$ cat src/rtl/cnt_drv_pkg.sv
// Shared definitions for the counter driver: FSM state encodings,
// request mode constants and the stepping direction type.
package cnt_drv_pkg;

    localparam int WIDTH_DEF = 4;

    // FSM state encodings (kept as plain constants for legacy tools)
    localparam logic [2:0] ST_IDLE   = 3'd0;
    localparam logic [2:0] ST_LOAD   = 3'd1;
    localparam logic [2:0] ST_STEP   = 3'd2;
    localparam logic [2:0] ST_VERIFY = 3'd3;
    localparam logic [2:0] ST_DONE   = 3'd4;

    // Request modes carried on tgt_mode
    localparam logic MODE_STEP = 1'b0;
    localparam logic MODE_LOAD = 1'b1;

    typedef enum logic {
        DIR_UP   = 1'b0,
        DIR_DOWN = 1'b1
    } dir_e;

endpackage

$ cat src/rtl/cnt_drv_dist.sv
// Modular distance from cur to tgt on a WIDTH-bit ring. Picks the
// shorter direction; an exact half-turn goes up.
module cnt_drv_dist
    import cnt_drv_pkg::*;
#(
    parameter int WIDTH = WIDTH_DEF
) (
    input  logic [WIDTH-1:0] cur,
    input  logic [WIDTH-1:0] tgt,
    output dir_e             dir,
    output logic [WIDTH-1:0] n,
    output logic             zero
);

    localparam logic [WIDTH-1:0] HALF = {1'b1, {(WIDTH-1){1'b0}}};

    logic [WIDTH-1:0] d;

    // Forward distance wraps naturally in WIDTH-bit arithmetic
    always_comb begin
        d    = tgt - cur;
        zero = (d == '0);
        if (d <= HALF) begin
            dir = DIR_UP;
            n   = d;
        end else begin
            dir = DIR_DOWN;
            n   = '0 - d;   // 2^WIDTH - d
        end
    end

endmodule

$ cat src/rtl/counter_driver.sv
// Command-side initiator for the loadable up/down counter. Accepts a
// target over valid/ready, steps or loads the counter until it reaches
// the target, then pulses done.
// Optional feature macro: CNT_DRV_VERIFY_EN (adds the VERIFY state and
// the feedback compare that drives err).
module counter_driver
    import cnt_drv_pkg::*;
#(
    parameter int WIDTH = WIDTH_DEF
) (
    input  logic             clk,
    input  logic             reset,
    input  logic             tgt_valid,
    output logic             tgt_ready,
    input  logic [WIDTH-1:0] tgt_value,
    input  logic             tgt_mode,
    input  logic [WIDTH-1:0] cur_value,
    output logic             en,
    output logic             load,
    output logic             hold,
    output logic             count_up,
    output logic             count_down,
    output logic [WIDTH-1:0] initial_value,
    output logic             busy,
    output logic             done,
    output logic             err
);

`ifdef CNT_DRV_VERIFY_EN
    localparam logic [2:0] ST_FINISH = ST_VERIFY;
`else
    localparam logic [2:0] ST_FINISH = ST_DONE;
`endif

    logic [2:0]       state_q, state_d;
    logic [WIDTH-1:0] tgt_q, tgt_d;
    logic [WIDTH-1:0] n_q, n_d;
    logic [WIDTH-1:0] init_q, init_d;
    dir_e             dir_q, dir_d;
`ifdef CNT_DRV_VERIFY_EN
    logic             err_q, err_d;
`endif

    dir_e             dist_dir;
    logic [WIDTH-1:0] dist_n;
    logic             dist_zero;

    cnt_drv_dist #(.WIDTH(WIDTH)) u_dist (
        .cur  (cur_value),
        .tgt  (tgt_value),
        .dir  (dist_dir),
        .n    (dist_n),
        .zero (dist_zero)
    );

    // Next-state logic for the request FSM and its working registers
    always_comb begin
        // NOTE: every signal gets its hold value first so no latch is inferred.
        state_d = state_q;
        tgt_d   = tgt_q;
        n_d     = n_q;
        init_d  = init_q;
        dir_d   = dir_q;
`ifdef CNT_DRV_VERIFY_EN
        err_d   = err_q;
`endif
        case (state_q)
            ST_IDLE: begin
                if (tgt_valid) begin
                    tgt_d = tgt_value;
                    if (tgt_mode == MODE_LOAD) begin
                        // Present the target on initial_value during the LOAD cycle
                        init_d  = tgt_value;
                        state_d = ST_LOAD;
                    end else if (dist_zero) begin
                        state_d = ST_FINISH;
                    end else begin
                        dir_d   = dist_dir;
                        n_d     = dist_n;
                        state_d = ST_STEP;
                    end
                end
            end
            ST_LOAD: state_d = ST_FINISH;
            ST_STEP: begin
                n_d = n_q - WIDTH'(1);
                if (n_q == WIDTH'(1)) begin
                    state_d = ST_FINISH;
                end
            end
`ifdef CNT_DRV_VERIFY_EN
            ST_VERIFY: begin
                err_d   = (cur_value != tgt_q);
                state_d = ST_DONE;
            end
`endif
            ST_DONE: state_d = ST_IDLE;
            default: state_d = ST_IDLE;
        endcase
    end

    // State registers with synchronous reset
    always_ff @(posedge clk) begin
        // NOTE: sequential state uses non-blocking assignments only.
        if (reset) begin
            state_q <= ST_IDLE;
            tgt_q   <= '0;
            n_q     <= '0;
            init_q  <= '0;
            dir_q   <= DIR_UP;
`ifdef CNT_DRV_VERIFY_EN
            err_q   <= 1'b0;
`endif
        end else begin
            state_q <= state_d;
            tgt_q   <= tgt_d;
            n_q     <= n_d;
            init_q  <= init_d;
            dir_q   <= dir_d;
`ifdef CNT_DRV_VERIFY_EN
            err_q   <= err_d;
`endif
        end
    end

    // While reset is asserted the outputs already show IDLE values
    logic [2:0] st_view;
    assign st_view = reset ? ST_IDLE : state_q;

    assign en            = 1'b1;
    assign tgt_ready     = (st_view == ST_IDLE) && !reset;
    assign hold          = (st_view == ST_IDLE) || (st_view == ST_VERIFY) || (st_view == ST_DONE);
    assign load          = (st_view == ST_LOAD);
    assign count_up      = (st_view == ST_STEP) && (dir_q == DIR_UP);
    assign count_down    = (st_view == ST_STEP) && (dir_q == DIR_DOWN);
    assign initial_value = reset ? '0 : init_q;
    assign busy          = (st_view != ST_IDLE);
    assign done          = (st_view == ST_DONE);
`ifdef CNT_DRV_VERIFY_EN
    assign err           = done && err_q;
`else
    assign err           = 1'b0;
`endif

endmodule

$ cat config.mk
export PLATFORM = sky130hd
export DESIGN_NAME = counter_driver
export DESIGN_NICKNAME = d
export VERILOG_FILES = /design/src/rtl/cnt_drv_pkg.sv /design/src/rtl/cnt_drv_dist.sv /design/src/rtl/counter_driver.sv
export SDC_FILE = /design/constraint.sdc
export NUM_CORES = 1
export LEC_CHECK = 0
export ABC_AREA = 0
export CORE_MARGIN = 3
export CORE_UTILIZATION = 48
export DETAILED_ROUTE_END_ITERATION = 12
export PLACE_DENSITY_LB_ADDON = 0.05
export SYNTH_ARGS = -nofsm -noshare
export SYNTH_HDL_FRONTEND = slang
export SYNTH_HIERARCHICAL = 1
export SYNTH_SLANG_ARGS = --single-unit
$ cat constraint.sdc
create_clock -name clk -period 2.8 [get_ports clk]
set_clock_uncertainty 0.2 [all_clocks]
set_input_delay 0.56 -clock clk [delete_from_list [all_inputs] [get_ports clk]]
set_output_delay 0.56 -clock clk [all_outputs]
set_load 0.01 [all_outputs]
# Word level (Yosys, flattened, before mapping)

Index checks and enable logic that the tools add are counted.

Register bits: 12
Output and inout port bits: 13
Bits of input ports: 12
Logic and storage cells: 50

$lt $le $gt $ge: 1
Bitwise gates (word level): 3
Multiplexer cells: 13
Add/subtract/negate cells: 3
Reductions and logical operators: 15
Equal/unequal tests: 11

Operator list:

| cell                  | count |
|---|---|
| $mux W4               | 5 |
| $mux W3               | 5 |
| $eq A3 B2 Y1 const B  | 3 |
| $pmux W3 S3           | 1 |
| $ne A2 B2 Y1 const B  | 4 |
| $pmux W4 S2           | 1 |
| $reduce_and A4 Y1     | 2 |
| $eq A3 B1 Y1 const B  | 2 |
| $logic_not A3 Y1      | 2 |
| $eq A4 B1 Y1 const B  | 1 |
| $le A4 B4 Y1 const B  | 1 |
| $logic_not A4 Y1      | 1 |
| $sub A1 B4 Y4 const A | 1 |
| $sub A4 B1 Y4 const B | 1 |
| $sub A4 B4 Y4         | 1 |
| $eq A3 B3 Y1 const B  | 1 |
| $logic_and A1 B1 Y1   | 3 |
| $not A1 Y1            | 3 |
| $reduce_and A3 Y1     | 1 |
| $reduce_bool A3 Y1    | 1 |
| $logic_or A1 B1 Y1    | 2 |
| $reduce_and A2 Y1     | 1 |
| $reduce_bool A2 Y1    | 1 |
| $logic_not A1 Y1      | 1 |
| $mux W1               | 1 |

# Logic depth before layout (Yosys ltp)

Word-level depth: 7
Gate-level depth with buffers: 10
Gate-level depth less buffers: 10

# Modules after synthesis

Netlist, hierarchy kept.

By module, submodules not included:

| module         | cells an instance | instances | seq. area each (sq um) | area an instance (sq um) |
|---|---|---|---|---|
| counter_driver | 99                | 1         | 240.2                  | 748.2 |
| cnt_drv_dist   | 31                | 1         | 0.0                    | 251.5 |

# Worst setup path after synthesis

No wires, ideal clock.

Path type: in2reg
From: input port tgt_value[0]
To: register n_q[1]
Slack: 223 ps
Cell stages on the path: 10
Data required time: 2528 ps
Arrival: 2305 ps
Setup time: 72 ps
Buffers on the path: 0
Path through: inv_1 > ha_1 > fa_1 > ha_1 > nand2_1 > and3_4 > mux2i_1 > inv_1 > a211o_1 > mux2i_1

Longest elaborated chain between the ends: 7
Elaborated cells on any way between the ends: 11
Those cells by class: add/sub (2); order compare (1); eq/ne (1); mux (5); reduce/logical (2)

Ends and longest elaborated chain:

| item                                          | RTL line                               | text |
|---|---|---|
| from (decl)                                   | counter_driver.sv:15                   | `input logic [WIDTH-1:0] tgt_value,` |
| $sub A4 B4 Y4 (*)                             | cnt_drv_dist.sv:21                     | `d = tgt - cur;` |
| $sub A1 B4 Y4 or $le A4 B4 Y1 (tied branches) | cnt_drv_dist.sv:28, cnt_drv_dist.sv:23 |  |
| $mux W4 (*)                                   | cnt_drv_dist.sv:23                     | `if (d <= HALF) begin` |
| named net dist_n[1]                           | counter_driver.sv:45                   | `logic [WIDTH-1:0] dist_n;` |
| $mux W4 (*)                                   | counter_driver.sv:75                   | `end else if (dist_zero) begin` |
| $mux W4 (*)                                   | counter_driver.sv:71                   | `if (tgt_mode == MODE_LOAD) begin` |
| $mux W4 (*)                                   | counter_driver.sv:69                   | `if (tgt_valid) begin` |
| $pmux W4 S2 (*)                               | counter_driver.sv:67                   | `case (state_q)` |
| to (signal assigned)                          | counter_driver.sv:117                  | `n_q <= n_d;` |
| to (decl)                                     | counter_driver.sv:37                   | `logic [WIDTH-1:0] n_q, n_d;` |

The timed path passes the listed nets; every way through them passes the cells marked *. The select of a mux whose other input is x is not followed.
A chain may end at the register's enable or synchronous reset.

# Worst setup path after layout

Ends and elaborated chain as after synthesis.

==> results.cfg <==
[clock_network]
cts_sinks = 12
tritoncts = yes
clk_pin_slew_ps = 80
clk_path_buf_depth = 2
htree_levels = 1
root_buffer = clkbuf_4
cts_made_buffers = 3
insertion_delay_ps = 270

[yosys]
yosys_warnings = 6
yosysMostFrequentCell = inv_1
yosys.area.top_type_share = 0.240
synth-edff-count = 0
syn_area_um2 = 1000
synthesis.nets = 149
synthSimpleGateAreaFrac = 0.320
synthArstFlopShare = 0
yosys-top-cells-area = dfxtp_1 24%, ha_1 7.5%, inv_1 4.9%
synth_flop_cell = dfxtp_1
synth.area.mux_share = 0.0300
synth_compound_area_frac = 0.170
ys_seq_area_frac = 0.240
synthAdderAreaFrac = 0.0951
yosys.area.top_type = dfxtp_1
post_synth_xor_area_fraction = 0.0426
synth_cell_types = 44
synth.avg_cell_area_um2 = 7.69
synthTopCellsByCount = 13 x inv_1, 12 x dfxtp_1, 9 x o21ai_0
synth_seq_cells = 12
synth_top_family_by_area = simple AND/OR/NAND/NOR gates
netlist_instances = 130

[drt]
num_vias = 1064
drt_wl_total_um = 2760
drtIter0Drc = 24
ant_nets = 0
drc = 0
post_drt_wl_per_cell_um = 14.6
drtPass1Iterations = 4
routed_via_density = 5.63

[sta]
hold_viol_final = 0
period_share = 0.954
grt_setup_unrepaired = no
holdWs_ps = 280
setup_viol = 0
fmaxAchievable_mhz = 374
slew_violations = 0
min_period_ps = 2670

[power_and_ir_drop]
p_switching_uw = 212
p_leak_nw = 0.632
ir_worst_vdd_mv = 0.271
power.density_mw_per_mm2 = 436
power_frac_clock = 0.222
power_uw = 627
p_comb_frac = 0.462
swShare = 0.338
sequentialPowerShare = 0.317
p_int_uw = 415

[floorplan]
start_util = 0.544
dieArea_mm2 = 0.00267
fp.coreArea_mm2 = 0.00184
ios = 25
die_h_um = 51.6
rows = 15
die_w_um = 51.6

[worst_setup_path]
r2r_start = state_q[2]
reg2reg_to = init_q[2]
cpPeakStageDelay_ps = 460
crit_slowest_cell = fa_1
worstPathRequired_ps = 2800
endpoint = n_q[1]
cp_cell_sequence = dlygate4sd2_1 -> inv_1 -> ha_2 -> fa_1 -> ha_2 -> nand2_2 -> and3_4 -> mux2i_1 -> inv_1 -> a211o_1 -> mux2i_1
cp-start-kind = input port
rrSetupSlack_ps = 800
cp.arrival_ps = 2670
critPathLaunch = tgt_value[0]
worstSetupEndpointType = flip-flop
critical_path_class = input port to flip-flop
r2r_cells = 4
cp_max_fo = 2

[placed_design]
portBuffers = 22
dpl-instance-area_mm2 = 0.00131
post-place-cells = 181
dp_hpwl_um = 2000
gp_congestion = 0.848

[global_routing]
grt-ovfl-total = 0
grt_max_degree = 16
grt_pass1_wl_um = 4250
grtUsageTotal = 0.210
antenna_found_initial = 0
grt_pass1_vias = 987

[layout]
fill_cells = 145
regArea_um2 = 240
areaGrowthSynthToFinish_pct = 43.9
n_antenna_cell = 0
final_area_mm2 = 0.00144
final_core_util = 0.782
multi_input_area_um2 = 722
fin_nets = 184
final_cells = 189
drive_gt1_frac = 0.238

[outcome]
status = finished clean

[hold_path]
holdCritPathClass = flip-flop to flip-flop

[flow_run]
cap_viol_max_count = 0
==> routing by layer <==
layer,vias to the layer above,GRT usage,share of wire
met4,0,0.0568,0.010
met3,4,0.0544,0.040
met1,501,0.235,0.39
li1,527,-,-
met5,-,0,0
met2,32,0.390,0.56
==> worst max-delay path, delay by kind of cell <==
kind / cells / cell delay (ps)
fa+ha+maj: 3 / 850
buf+inv: 3 / 360
mux: 2 / 320
compound gates: 1 / 300
simple gates: 2 / 280
==> through the flow <==
stage | setup slack [ps] | TNS (ps)
3_5_place_dp | -367 | -1890
2_1_floorplan | 223 | 0
3_3_place_gp | -247 | -1410
5_1_grt | 21.5 | 0
6_report | 129 | 0
4_1_cts | 0.224 | 0
==> registers in the layout, indices dropped and copies added (netlist names) <==
register,count
init_q,4
dir_q,1
n_q,4
state_q,3
==> worst min path at each step <==
| stage | start | to | cells past startpoint |
|---|---|---|---|
| finish | init_q[0] | init_q[0] | 2 |
| global route | init_q[1] | init_q[1] | 2 |
| CTS | init_q[0] | init_q[0] | 2 |
| detailed placement | init_q[0] | init_q[0] | 2 |
| global placement | init_q[2] | init_q[2] | 2 |
| floorplan | n_q[1] | n_q[1] | 2 |
==> placed cells by master, fill, tap and decap left out, types with 2 or more instances in the layout <==
| cell type | n |
|---|---|
| dlymetal6s2s_1 | 3 |
| clkdlybuf4s50_1 | 17 |
| xnor2_2 | 2 |
| o21ai_0 | 8 |
| nor3b_2 | 2 |
| dfxtp_1 | 12 |
| a21o_1 | 2 |
| clkbuf_4 | 3 |
| nor4_1 | 2 |
| nor3_1 | 4 |
| inv_1 | 13 |
| nor2_1 | 7 |
| ha_1 | 4 |
| dlygate4sd2_1 | 2 |
| mux2i_1 | 3 |
| nor4b_1 | 2 |
| a31oi_1 | 2 |
| or3_1 | 2 |
| a21oi_1 | 8 |
| or2_4 | 2 |
| xor2_1 | 2 |
| ha_2 | 2 |
| conb_1 | 2 |
| and3_1 | 2 |
| nor2b_1 | 5 |
| nand2_1 | 3 |
| nand3_1 | 7 |
| buf_4 | 18 |
==> logic make-up (layout without fill, tap and decap cells) <==
| group | Yosys count | count (layout) |
|---|---|---|
| XOR/XNOR | 4 | 4 |
| other | 2 | 2 |
| multiplexers | 3 | 3 |
| AO/OA/AOI/OAI | 28 | 28 |
| adder cells (fa/ha/maj) | 7 | 7 |
| flip-flops | 12 | 12 |
| AND/OR/NAND/NOR | 51 | 51 |
| buffers and inverters | 23 | 57 |
==> power by group through the flow <==
stage	clock network [mW]	registers [mW]	logic (mW)
after global placement	0	0.202	0.242
after detailed placement	0	0.203	0.250
after CTS	0.141	0.199	0.263
after floorplan	0	0.202	0.161
final	0.139	0.198	0.289
after global routing	0.151	0.201	0.317
==> timing repair <==
item                                    in CTS  in global routing
gates cloned                                 0                  0
resized for setup                            8                 10
hold buffers                                 0                  0
setup buffers                                1                  3
pin swaps                                    3                  9
endpoints found under the setup margin       9                  5
==> cell type report <==
cell class / count / share of cell area
clock buffer: 4 / 0.0252
inverter: 13 / 0.0339
multi-input combinational: 95 / 0.502
sequential: 12 / 0.167
tap: 25 / 0.0217
timing repair buffer: 40 / 0.250
(Power assumes the default switching activity.)
